==> src/rtl/puf_pkg.sv <==
// Shared definitions for the arbiter-PUF challenge/response controller:
// challenge width, LFSR feedback taps and the controller state encoding.
package puf_pkg;

    // Challenge width equals the arbiter mux-chain length; the LFSR fixes it at 8.
    localparam int C_LENGTH = 8;

    // Feedback taps for x^8+x^6+x^5+x^4+1: new bit = q[7]^q[5]^q[4]^q[3].
    localparam logic [7:0] LFSR_TAPS = 8'b1011_1000;

    // Value substituted for an all-zero seed, which would lock the LFSR.
    localparam logic [7:0] SEED_NONZERO = 8'h01;

    typedef enum logic [2:0] {
        ST_IDLE   = 3'd0,
        ST_LOAD   = 3'd1,
        ST_SETTLE = 3'd2,
        ST_FIRE   = 3'd3,
        ST_NEXT   = 3'd4,
        ST_DONE   = 3'd5
    } puf_state_e;

endpackage

==> src/rtl/puf_lfsr8.sv <==
// 8-bit Fibonacci LFSR producing the challenge sequence. Load wins over step.
module puf_lfsr8
    import puf_pkg::*;
(
    input  logic       clk,
    input  logic       rst,
    input  logic       load,
    input  logic       step,
    input  logic [7:0] seed,
    output logic [7:0] q
);

    // Shift left, feeding the XOR of the tapped bits into bit 0.
    always_ff @(posedge clk) begin
        if (rst) begin
            q <= 8'h00;
        end else if (load) begin
            q <= seed;
        end else if (step) begin
            q <= {q[6:0], ^(q & LFSR_TAPS)};
        end
    end

endmodule

==> src/rtl/puf_crp_controller.sv <==
// Initiator side of the arbiter-PUF link: drives challenges from a seeded LFSR,
// fires the race pulse, majority-votes repeated 1-bit responses and assembles
// RESP_BITS voted bits into a word offered on a valid/ready handshake.
//
// Handshake: resp_valid rises when a word is complete and stays high, with
// resp_data and unstable_cnt frozen, until a clock edge where resp_valid and
// resp_ready are both high; that edge transfers the word and returns to IDLE.
// resp_ready is ignored whenever resp_valid is low.
module puf_crp_controller
    import puf_pkg::*;
#(
    parameter int RESP_BITS  = 16,
    parameter int VOTES      = 3,
    parameter int SETTLE_CYC = 4,
    parameter int PULSE_CYC  = 4
) (
    input  logic                 clk,
    input  logic                 rst,
    input  logic                 start,
    input  logic [7:0]           seed,
    output logic [C_LENGTH-1:0]  challenge,
    output logic                 puf_pulse,
    input  logic                 puf_response,
    output logic                 busy,
    output logic                 resp_valid,
    input  logic                 resp_ready,
    output logic [RESP_BITS-1:0] resp_data,
    output logic [5:0]           unstable_cnt
);

    localparam int MAX_CYC = (SETTLE_CYC > PULSE_CYC) ? SETTLE_CYC : PULSE_CYC;
    localparam int CW      = $clog2(MAX_CYC);
    localparam int VW      = $clog2(VOTES + 1);
    localparam int BW      = $clog2(RESP_BITS);

    localparam logic [CW-1:0] SETTLE_LAST = CW'(SETTLE_CYC - 1);
    localparam logic [CW-1:0] PULSE_LAST  = CW'(PULSE_CYC - 1);
    localparam logic [VW-1:0] VOTES_V     = VW'(VOTES);
    localparam logic [VW-1:0] VOTE_LAST   = VW'(VOTES - 1);
    localparam logic [VW-1:0] VOTE_HALF   = VW'(VOTES / 2);
    localparam logic [BW-1:0] BIT_LAST    = BW'(RESP_BITS - 1);

    puf_state_e     state;
    logic [1:0]     sync;
    logic           resp_s;
    logic [CW-1:0]  cyc_cnt;
    logic [VW-1:0]  vote_cnt;
    logic [VW-1:0]  ones;
    logic [BW-1:0]  bit_cnt;
    logic           vote_bit;
    logic           split_vote;
    logic           lfsr_load;
    logic           lfsr_step;
    logic [7:0]     seed_eff;

    assign resp_s     = sync[1];
    assign vote_bit   = (ones > VOTE_HALF);
    assign split_vote = (ones != '0) && (ones != VOTES_V);
    assign seed_eff   = (seed == 8'h00) ? SEED_NONZERO : seed;
    assign lfsr_load  = (state == ST_LOAD);
    assign lfsr_step  = (state == ST_NEXT) && (bit_cnt != BIT_LAST);

    puf_lfsr8 u_lfsr (
        .clk  (clk),
        .rst  (rst),
        .load (lfsr_load),
        .step (lfsr_step),
        .seed (seed_eff),
        .q    (challenge)
    );

    // Two-flop synchronizer for the asynchronous arbiter output.
    always_ff @(posedge clk) begin
        if (rst) begin
            sync <= 2'b00;
        end else begin
            sync <= {sync[0], puf_response};
        end
    end

    // Controller FSM with its counters, vote accumulator and response shift register.
    always_ff @(posedge clk) begin
        if (rst) begin
            state        <= ST_IDLE;
            puf_pulse    <= 1'b0;
            busy         <= 1'b0;
            resp_valid   <= 1'b0;
            resp_data    <= '0;
            unstable_cnt <= 6'd0;
            cyc_cnt      <= '0;
            vote_cnt     <= '0;
            ones         <= '0;
            bit_cnt      <= '0;
        end else begin
            case (state)
                ST_IDLE: begin
                    if (start) begin
                        state <= ST_LOAD;
                        busy  <= 1'b1;
                    end
                end
                ST_LOAD: begin
                    resp_data    <= '0;
                    unstable_cnt <= 6'd0;
                    cyc_cnt      <= '0;
                    vote_cnt     <= '0;
                    ones         <= '0;
                    bit_cnt      <= '0;
                    state        <= ST_SETTLE;
                end
                ST_SETTLE: begin
                    if (cyc_cnt == SETTLE_LAST) begin
                        cyc_cnt   <= '0;
                        puf_pulse <= 1'b1;
                        state     <= ST_FIRE;
                    end else begin
                        cyc_cnt <= cyc_cnt + 1'b1;
                    end
                end
                ST_FIRE: begin
                    if (cyc_cnt == PULSE_LAST) begin
                        cyc_cnt   <= '0;
                        puf_pulse <= 1'b0;
                        ones      <= ones + VW'(resp_s);
                        vote_cnt  <= vote_cnt + 1'b1;
                        state     <= (vote_cnt == VOTE_LAST) ? ST_NEXT : ST_SETTLE;
                    end else begin
                        cyc_cnt <= cyc_cnt + 1'b1;
                    end
                end
                ST_NEXT: begin
                    resp_data    <= {resp_data[RESP_BITS-2:0], vote_bit};
                    unstable_cnt <= unstable_cnt + 6'(split_vote);
                    ones         <= '0;
                    vote_cnt     <= '0;
                    if (bit_cnt == BIT_LAST) begin
                        resp_valid <= 1'b1;
                        state      <= ST_DONE;
                    end else begin
                        bit_cnt <= bit_cnt + 1'b1;
                        state   <= ST_SETTLE;
                    end
                end
                ST_DONE: begin
                    if (resp_ready) begin
                        resp_valid <= 1'b0;
                        busy       <= 1'b0;
                        state      <= ST_IDLE;
                    end
                end
                default: begin
                    state <= ST_IDLE;
                    busy  <= 1'b0;
                end
            endcase
        end
    end

endmodule

==> config.mk <==
export PLATFORM = sky130hd
export DESIGN_NAME = puf_crp_controller
export DESIGN_NICKNAME = d
export VERILOG_FILES = /design/src/rtl/puf_pkg.sv /design/src/rtl/puf_lfsr8.sv /design/src/rtl/puf_crp_controller.sv
export SDC_FILE = /design/constraint.sdc
export NUM_CORES = 1
export LEC_CHECK = 0
export CAP_MARGIN = 20
export CORE_ASPECT_RATIO = 0.75
export CORE_MARGIN = 8
export CORE_UTILIZATION = 35
export CTS_CLUSTER_SIZE = 14
export DETAILED_ROUTE_END_ITERATION = 12
export GPL_TIMING_DRIVEN = 0
export PLACE_DENSITY = 0.66
export SYNTH_ARGS = -nofsm -noshare
export SYNTH_HDL_FRONTEND = slang
export SYNTH_SLANG_ARGS = --single-unit
==> constraint.sdc <==
create_clock -name clk -period 3 [get_ports clk]
set_clock_uncertainty 0.2 [all_clocks]
set_input_delay 0.6 -clock clk [delete_from_list [all_inputs] [get_ports clk]]
set_output_delay 0.6 -clock clk [all_outputs]
set_load 0.005 [all_outputs]
; After elaboration in Yosys (flattened, before gate mapping)
; Cells that the tools add are included.
[word_totals]
register_bits = 48
input_bits = 13
wordCells = 84
[op_classes]
n_addsub = 5
n_lt_le_gt_ge = 1
eq_ne = 16
mux = 28
bitwise = 1
reduce_logical = 21
[op_table]
columns = op, count
row1 = one-hot mux 16 bit (2 select lines), 1
row2 = two-way mux 8 bit, 3
row3 = two-way mux 3 bit, 6
row4 = one-hot mux 3 bit (6 select lines), 1
row5 = nonzero test 2 bit, 7
row6 = "!= test 2 bit, second input constant", 6
row7 = one-hot mux 2 bit (2 select lines), 3
row8 = one-hot mux 6 bit (2 select lines), 1
row9 = AND reduction 3 bit, 3
row10 = zero test 8 bit, 1
row11 = one-hot mux 4 bit (2 select lines), 1
row12 = XOR reduction 8 bit, 1
row13 = adder 6 x 1 -> 6 bit, 1
row14 = "== test 3 x 2 -> 1 bit, second input constant", 2
row15 = "== test 3 bit, second input constant", 2
row16 = two-way mux 2 bit, 3
row17 = two-way mux 1 bit, 5
row18 = "adder 2 x 1 -> 2 bit, second input constant", 2
row19 = "adder 4 x 1 -> 4 bit, second input constant", 1
row20 = "== test 2 bit, second input constant", 2
row21 = "== test 4 bit, second input constant", 1
row22 = two-way mux 4 bit, 1
row23 = "!= test 4 bit, second input constant", 1
row24 = one-hot mux 1 bit (2 select lines), 2
row25 = other kinds (12), 15

; Longest topological paths before layout
[depth]
ltp_word = 4
ltp_mapped = 8

; Hierarchy
; From an unflattened synthesis, not the netlist that was laid out.
[unflattened]
hier_cells = 271
area_unflattened_um2 = 2314.7
[modules_own_cells]
columns = module, instances, cells_each, area_each_um2
row1 = puf_crp_controller, 1, 231, 1890.6
row2 = puf_lfsr8, 1, 40, 424.2

; Worst setup path before layout
; No wires, ideal clock.
[synth_path]
kind = input port to flip-flop
startpoint = input port rst
endpoint = register bit_cnt[1]
setup_ps = 128
arrival_time_ps = 1469
required_time_ps = 2672
slack_ps = 1203
cell_stages = 4
path_buffers = 3
path_cell_list = clkbuf_1 > clkbuf_1 > clkbuf_1 > nor2_1
[synth_lines]
columns = element, line_no
row1 = "start, declared", puf_crp_controller.sv:18  ; input logic rst,
row2 = "end signal, assigned", puf_crp_controller.sv:140  ; bit_cnt <= bit_cnt + 1'b1;
row3 = "end, declared", puf_crp_controller.sv:49  ; logic [BW-1:0] bit_cnt;
; No word-level cell between the ends.

; Worst setup path in the final report
[layout_path]
startpoint = register u_lfsr.q[4]
endpoint = output port challenge[4]
[layout_lines]
columns = element, line_no
row1 = "start, declared", puf_lfsr8.sv:10  ; output logic [7:0] q
row2 = "start signal, assigned", puf_lfsr8.sv:20  ; q <= {q[6:0], ^(q & LFSR_TAPS)};
row3 = "end, declared", puf_crp_controller.sv:21  ; output logic [C_LENGTH-1:0] challenge,
; No word-level cell between the ends.

==> impl_metrics.prom <==
# TYPE chip_impl_metric gauge
chip_impl_metric{name="post-synth-top-area-fraction",unit="%"} 43.39
chip_impl_metric{name="detail_route.first_pass.iterations",unit=""} 5
chip_impl_metric{name="die_h",unit="um"} 84.89
chip_impl_info{name="setup_repair_after_global_routing_missed_its_margin",value="false"} 1
chip_impl_metric{name="route.vias.total",unit=""} 1964
chip_impl_metric{name="drt_first_iter_violations",unit=""} 140
chip_impl_info{name="cell_class_contributing_the_biggest_share_of_worst_path_delay",value="buffers and inverters"} 1
chip_impl_metric{name="worst-endpoint-required",unit="ns"} 2.20
chip_impl_metric{name="gr-usage-all-layers",unit="%"} 12.56
chip_impl_metric{name="syn_to_final_growth",unit="%"} 31.64
chip_impl_metric{name="timing.critical_path.buf_inv",unit=""} 1
chip_impl_metric{name="rows",unit=""} 25
chip_impl_info{name="yosys.cell_count.top_type",value="sky130_fd_sc_hd__dfxtp_1"} 1
chip_impl_metric{name="synth_seq_area_share",unit="%"} 43.39
chip_impl_metric{name="syn-instance-count",unit=""} 240
chip_impl_metric{name="combinationalPowerShare",unit="%"} 32.3
chip_impl_metric{name="p_int",unit="mW"} 1.453
chip_impl_metric{name="cts.hold.buffers_added",unit=""} 0
chip_impl_metric{name="final.min_clock_period",unit="ns"} 2.049
chip_impl_metric{name="drv_cap",unit=""} 0
chip_impl_metric{name="post-dp-hpwl",unit="mm"} 4.178
chip_impl_metric{name="worst_slew_pin_slew",unit="ns"} 0.6114
chip_impl_metric{name="ports",unit=""} 46
chip_impl_info{name="yosys-top-cells-area",value="sky130_fd_sc_hd__dfxtp_1, sky130_fd_sc_hd__nor2_1, sky130_fd_sc_hd__a22o_1"} 1
chip_impl_metric{name="dieArea",unit="um2"} 9155
chip_impl_metric{name="multi_input_gate_area_in_the_final_layout",unit="um2"} 1155
chip_impl_metric{name="share_of_synthesized_registers_carrying_an_async_set_or_reset",unit="%"} 0
chip_impl_metric{name="h-tree-depth",unit=""} 2
chip_impl_metric{name="grt_pass1_vias",unit=""} 1862
chip_impl_metric{name="post_cts_resized",unit=""} 0
chip_impl_metric{name="drc_errors",unit=""} 0
chip_impl_info{name="end_of_the_worst_register_to_register_path",value="bit_cnt[1]$_SDFFE_PP0P_"} 1
chip_impl_metric{name="cts.clk_slew.worst_paths",unit="ns"} 0.09
chip_impl_info{name="clock_tree_root_buffer_cell",value="sky130_fd_sc_hd__clkbuf_8"} 1
chip_impl_metric{name="finalWeightedCongestion",unit=""} 0.8202
chip_impl_metric{name="die_width",unit="um"} 107.9
chip_impl_metric{name="detail_route.wl_per_cell",unit="um"} 15.36
chip_impl_metric{name="peakVddDrop",unit="V"} 0.0004112
chip_impl_metric{name="finish.net_count",unit=""} 311
chip_impl_info{name="hold_path_origin",value="sync[0]$_SDFF_PP0_"} 1
chip_impl_metric{name="drt-vias-per-instance",unit=""} 5.265
chip_impl_metric{name="detailed_place.area",unit="um2"} 2756
chip_impl_info{name="startpoint_type",value="register"} 1
chip_impl_metric{name="seqPwrFrac",unit="%"} 37.6
chip_impl_metric{name="clock_sink_count",unit=""} 48
chip_impl_metric{name="finalInstanceArea",unit="um2"} 2915
chip_impl_metric{name="slowest_delay",unit="ns"} 0.55
chip_impl_metric{name="synth.distinct_cells",unit=""} 51
chip_impl_info{name="ys.flop_type",value="sky130_fd_sc_hd__dfxtp_1"} 1
chip_impl_metric{name="slew_violations",unit=""} 0
chip_impl_metric{name="critPathMaxFanout",unit=""} 4
chip_impl_metric{name="leakage",unit="nW"} 1.114
chip_impl_metric{name="largest_net_degree_at_the_start_of_global_routing",unit=""} 16
chip_impl_metric{name="yosys_warnings",unit=""} 0
chip_impl_metric{name="antenna_viol_nets_final",unit=""} 0
chip_impl_metric{name="max_slew_margin",unit="%"} 59.24
chip_impl_metric{name="synth-seq-cells",unit=""} 48
chip_impl_metric{name="globalRouteOverflowTotal",unit=""} 0
chip_impl_info{name="crit_path_cell_trace",value="clkdlybuf4s50_1"} 1
chip_impl_metric{name="layout.filler_cells",unit=""} 587
chip_impl_metric{name="port_buffers",unit=""} 44
chip_impl_metric{name="worst_skew_pair.late_latency",unit="ns"} 0.30
chip_impl_metric{name="wire_length_of_the_first_global_routing_pass",unit="mm"} 9.432
chip_impl_metric{name="net_switching_power_of_the_design",unit="mW"} 0.6670
chip_impl_metric{name="antenna_cells",unit=""} 0
chip_impl_info{name="end_kind",value="output port"} 1
chip_impl_info{name="hold_end",value="sync[1]$_SDFF_PP0_"} 1
chip_impl_metric{name="timing.critical_path.arrival",unit="ns"} 1.25
chip_impl_metric{name="setup-violations-final",unit=""} 0
chip_impl_metric{name="area.sequential",unit="um2"} 960.9
chip_impl_info{name="netlist.top_cell.by_area",value="sky130_fd_sc_hd__dfxtp_1"} 1
chip_impl_info{name="result_of_the_run",value="complete, no violations"} 1
chip_impl_metric{name="rrSetupSlack",unit="ns"} 1.06
chip_impl_metric{name="clkPwrFrac",unit="%"} 30.1
chip_impl_info{name="crit-reg2reg-launch",value="bit_cnt[0]$_SDFFE_PP0P_"} 1
chip_impl_metric{name="switching_share",unit="%"} 31.46
chip_impl_metric{name="layout_worst_path_cycle_share",unit="%"} 68.30
chip_impl_metric{name="initial_utilization",unit="%"} 35.58
chip_impl_metric{name="clock.fmax",unit="GHz"} 0.4880
chip_impl_info{name="min-delay-path-class",value="register to register"} 1
chip_impl_info{name="synth.cells.most_frequent",value="sky130_fd_sc_hd__dfxtp_1, sky130_fd_sc_hd__nor2_1, sky130_fd_sc_hd__a22o_1"} 1
chip_impl_metric{name="cts_inserted_buffers",unit=""} 5
chip_impl_metric{name="final_layout_size_suffix_gt1_share",unit="%"} 7.534
chip_impl_metric{name="fin_tns_setup",unit="ns"} 0
chip_impl_metric{name="report.final.hold_viol_count",unit=""} 0
chip_impl_info{name="critical_path_class",value="register to output port"} 1
chip_impl_metric{name="core_area",unit="um2"} 6225
chip_impl_metric{name="timing.reg2reg.worst_path_depth",unit=""} 6
chip_impl_metric{name="synth_fp_nets",unit=""} 260
chip_impl_metric{name="mappedNetlistArea",unit="um2"} 2215
chip_impl_metric{name="postCtsSetupBuffers",unit=""} 0
chip_impl_metric{name="detail_route.wirelength",unit="mm"} 5.728
chip_impl_metric{name="cts_max_path_buffers",unit=""} 2
chip_impl_metric{name="synth-edff-count",unit=""} 0
chip_impl_info{name="tritoncts_clock_tree",value="yes"} 1
chip_impl_metric{name="post_synth.cell_area_avg",unit="um2"} 9.228
chip_impl_metric{name="p_per_area",unit="nW/um2"} 727.2
chip_impl_metric{name="grt_antenna_before_repair",unit=""} 0
chip_impl_metric{name="holdPathStages",unit=""} 1
chip_impl_info{name="critical-path-slowest-cell",value="sky130_fd_sc_hd__clkdlybuf4s50_1"} 1
chip_impl_metric{name="total_power",unit="mW"} 2.120
chip_impl_metric{name="post-route-util",unit="%"} 46.83
==> final cells by class <==
cell class / instances / area share, %
multi-input combinational: 169 / 39.61
sequential: 48 / 32.96
timing repair buffer: 44 / 15.11
tap: 81 / 3.476
clock inverter: 3 / 3.090
buffer: 16 / 2.489
clock buffer: 5 / 2.361
inverter: 7 / 0.9013
==> layer usage <==
metal | part of all wire (%) | track usage (%)
met1 | 46 | 16.55
met2 | 46 | 18.86
met4 | 1.5 | 4.271
met3 | 6.8 | 3.861
met5 | 0 | 0
==> state kept, by name (all words and copies together) (netlist names), 3 cells and up <==
signal and flops:
resp_data 16, u_lfsr.q 8, bit_cnt 4, unstable_cnt 6, state 3
==> power groups by stage <==
stage	clock [mW]	combinational, mW	sequential [mW]
after floorplan	0	0.452	0.802
after global placement	0	0.669	0.809
after detailed placement	0	0.681	0.812
after CTS	0.644	0.686	0.798
after global routing	0.668	0.770	0.812
final	0.638	0.685	0.797
==> placed cells by master (no fill, tap or decap), types with 4 or more instances in the layout <==
| cell | instances |
|---|---|
| sky130_fd_sc_hd__a21oi_1 | 7 |
| sky130_fd_sc_hd__a2bb2oi_1 | 7 |
| sky130_fd_sc_hd__nor3_1 | 10 |
| sky130_fd_sc_hd__nor3b_1 | 6 |
| sky130_fd_sc_hd__inv_1 | 7 |
| sky130_fd_sc_hd__a22oi_1 | 5 |
| sky130_fd_sc_hd__a32o_1 | 4 |
| sky130_fd_sc_hd__clkbuf_1 | 8 |
| sky130_fd_sc_hd__clkdlybuf4s50_1 | 44 |
| sky130_fd_sc_hd__ha_1 | 7 |
| sky130_fd_sc_hd__xnor2_1 | 5 |
| sky130_fd_sc_hd__nand3_1 | 6 |
| sky130_fd_sc_hd__buf_2 | 7 |
| sky130_fd_sc_hd__nand2b_1 | 5 |
| sky130_fd_sc_hd__dfxtp_1 | 48 |
| sky130_fd_sc_hd__a22o_1 | 13 |
| sky130_fd_sc_hd__nand2_1 | 9 |
| sky130_fd_sc_hd__nor2b_1 | 6 |
| sky130_fd_sc_hd__nor2_1 | 32 |
| sky130_fd_sc_hd__clkbuf_8 | 5 |
==> through the flow <==
stage	instances	setup slack (ns)	hold slack, ns
final	373	0.9509	0.2558
after global routing	373	0.8993	0.2781
after CTS	373	0.9489	0.2497
after detailed placement	365	0.7852	0.2303
after global placement	365	0.7986	0.2196
after floorplan	240	1.203	0.2138
==> worst max path at each step <==
stage | from | end | slack, ns | cells past startpoint
2_1_floorplan | rst | bit_cnt[1]$_SDFFE_PP0P_ | 1.20 | 4
3_3_place_gp | rst | unstable_cnt[3]$_SDFFE_PP0P_ | 0.80 | 4
3_5_place_dp | rst | unstable_cnt[3]$_SDFFE_PP0P_ | 0.79 | 4
4_1_cts | unstable_cnt[2]$_SDFFE_PP0P_ | unstable_cnt[2] | 0.95 | 1
5_1_grt | u_lfsr.q[4]$_SDFFE_PP0P_ | challenge[4] | 0.90 | 1
6_report | u_lfsr.q[4]$_SDFFE_PP0P_ | challenge[4] | 0.95 | 1
==> logic make-up (layout without fill, tap and decap cells) <==
kind of cell | Yosys count | in the layout | share of synthesized area, %
simple gates | 98 | 98 | 24.80
compound gates | 54 | 54 | 19.21
flops | 48 | 48 | 43.39
buf+inv | 23 | 75 | 4.464
fa+ha+maj | 7 | 7 | 3.955
xor+xnor | 7 | 7 | 2.768
mux | 3 | 3 | 1.412
No activity file was read; power rests on OpenSTA's default activity.
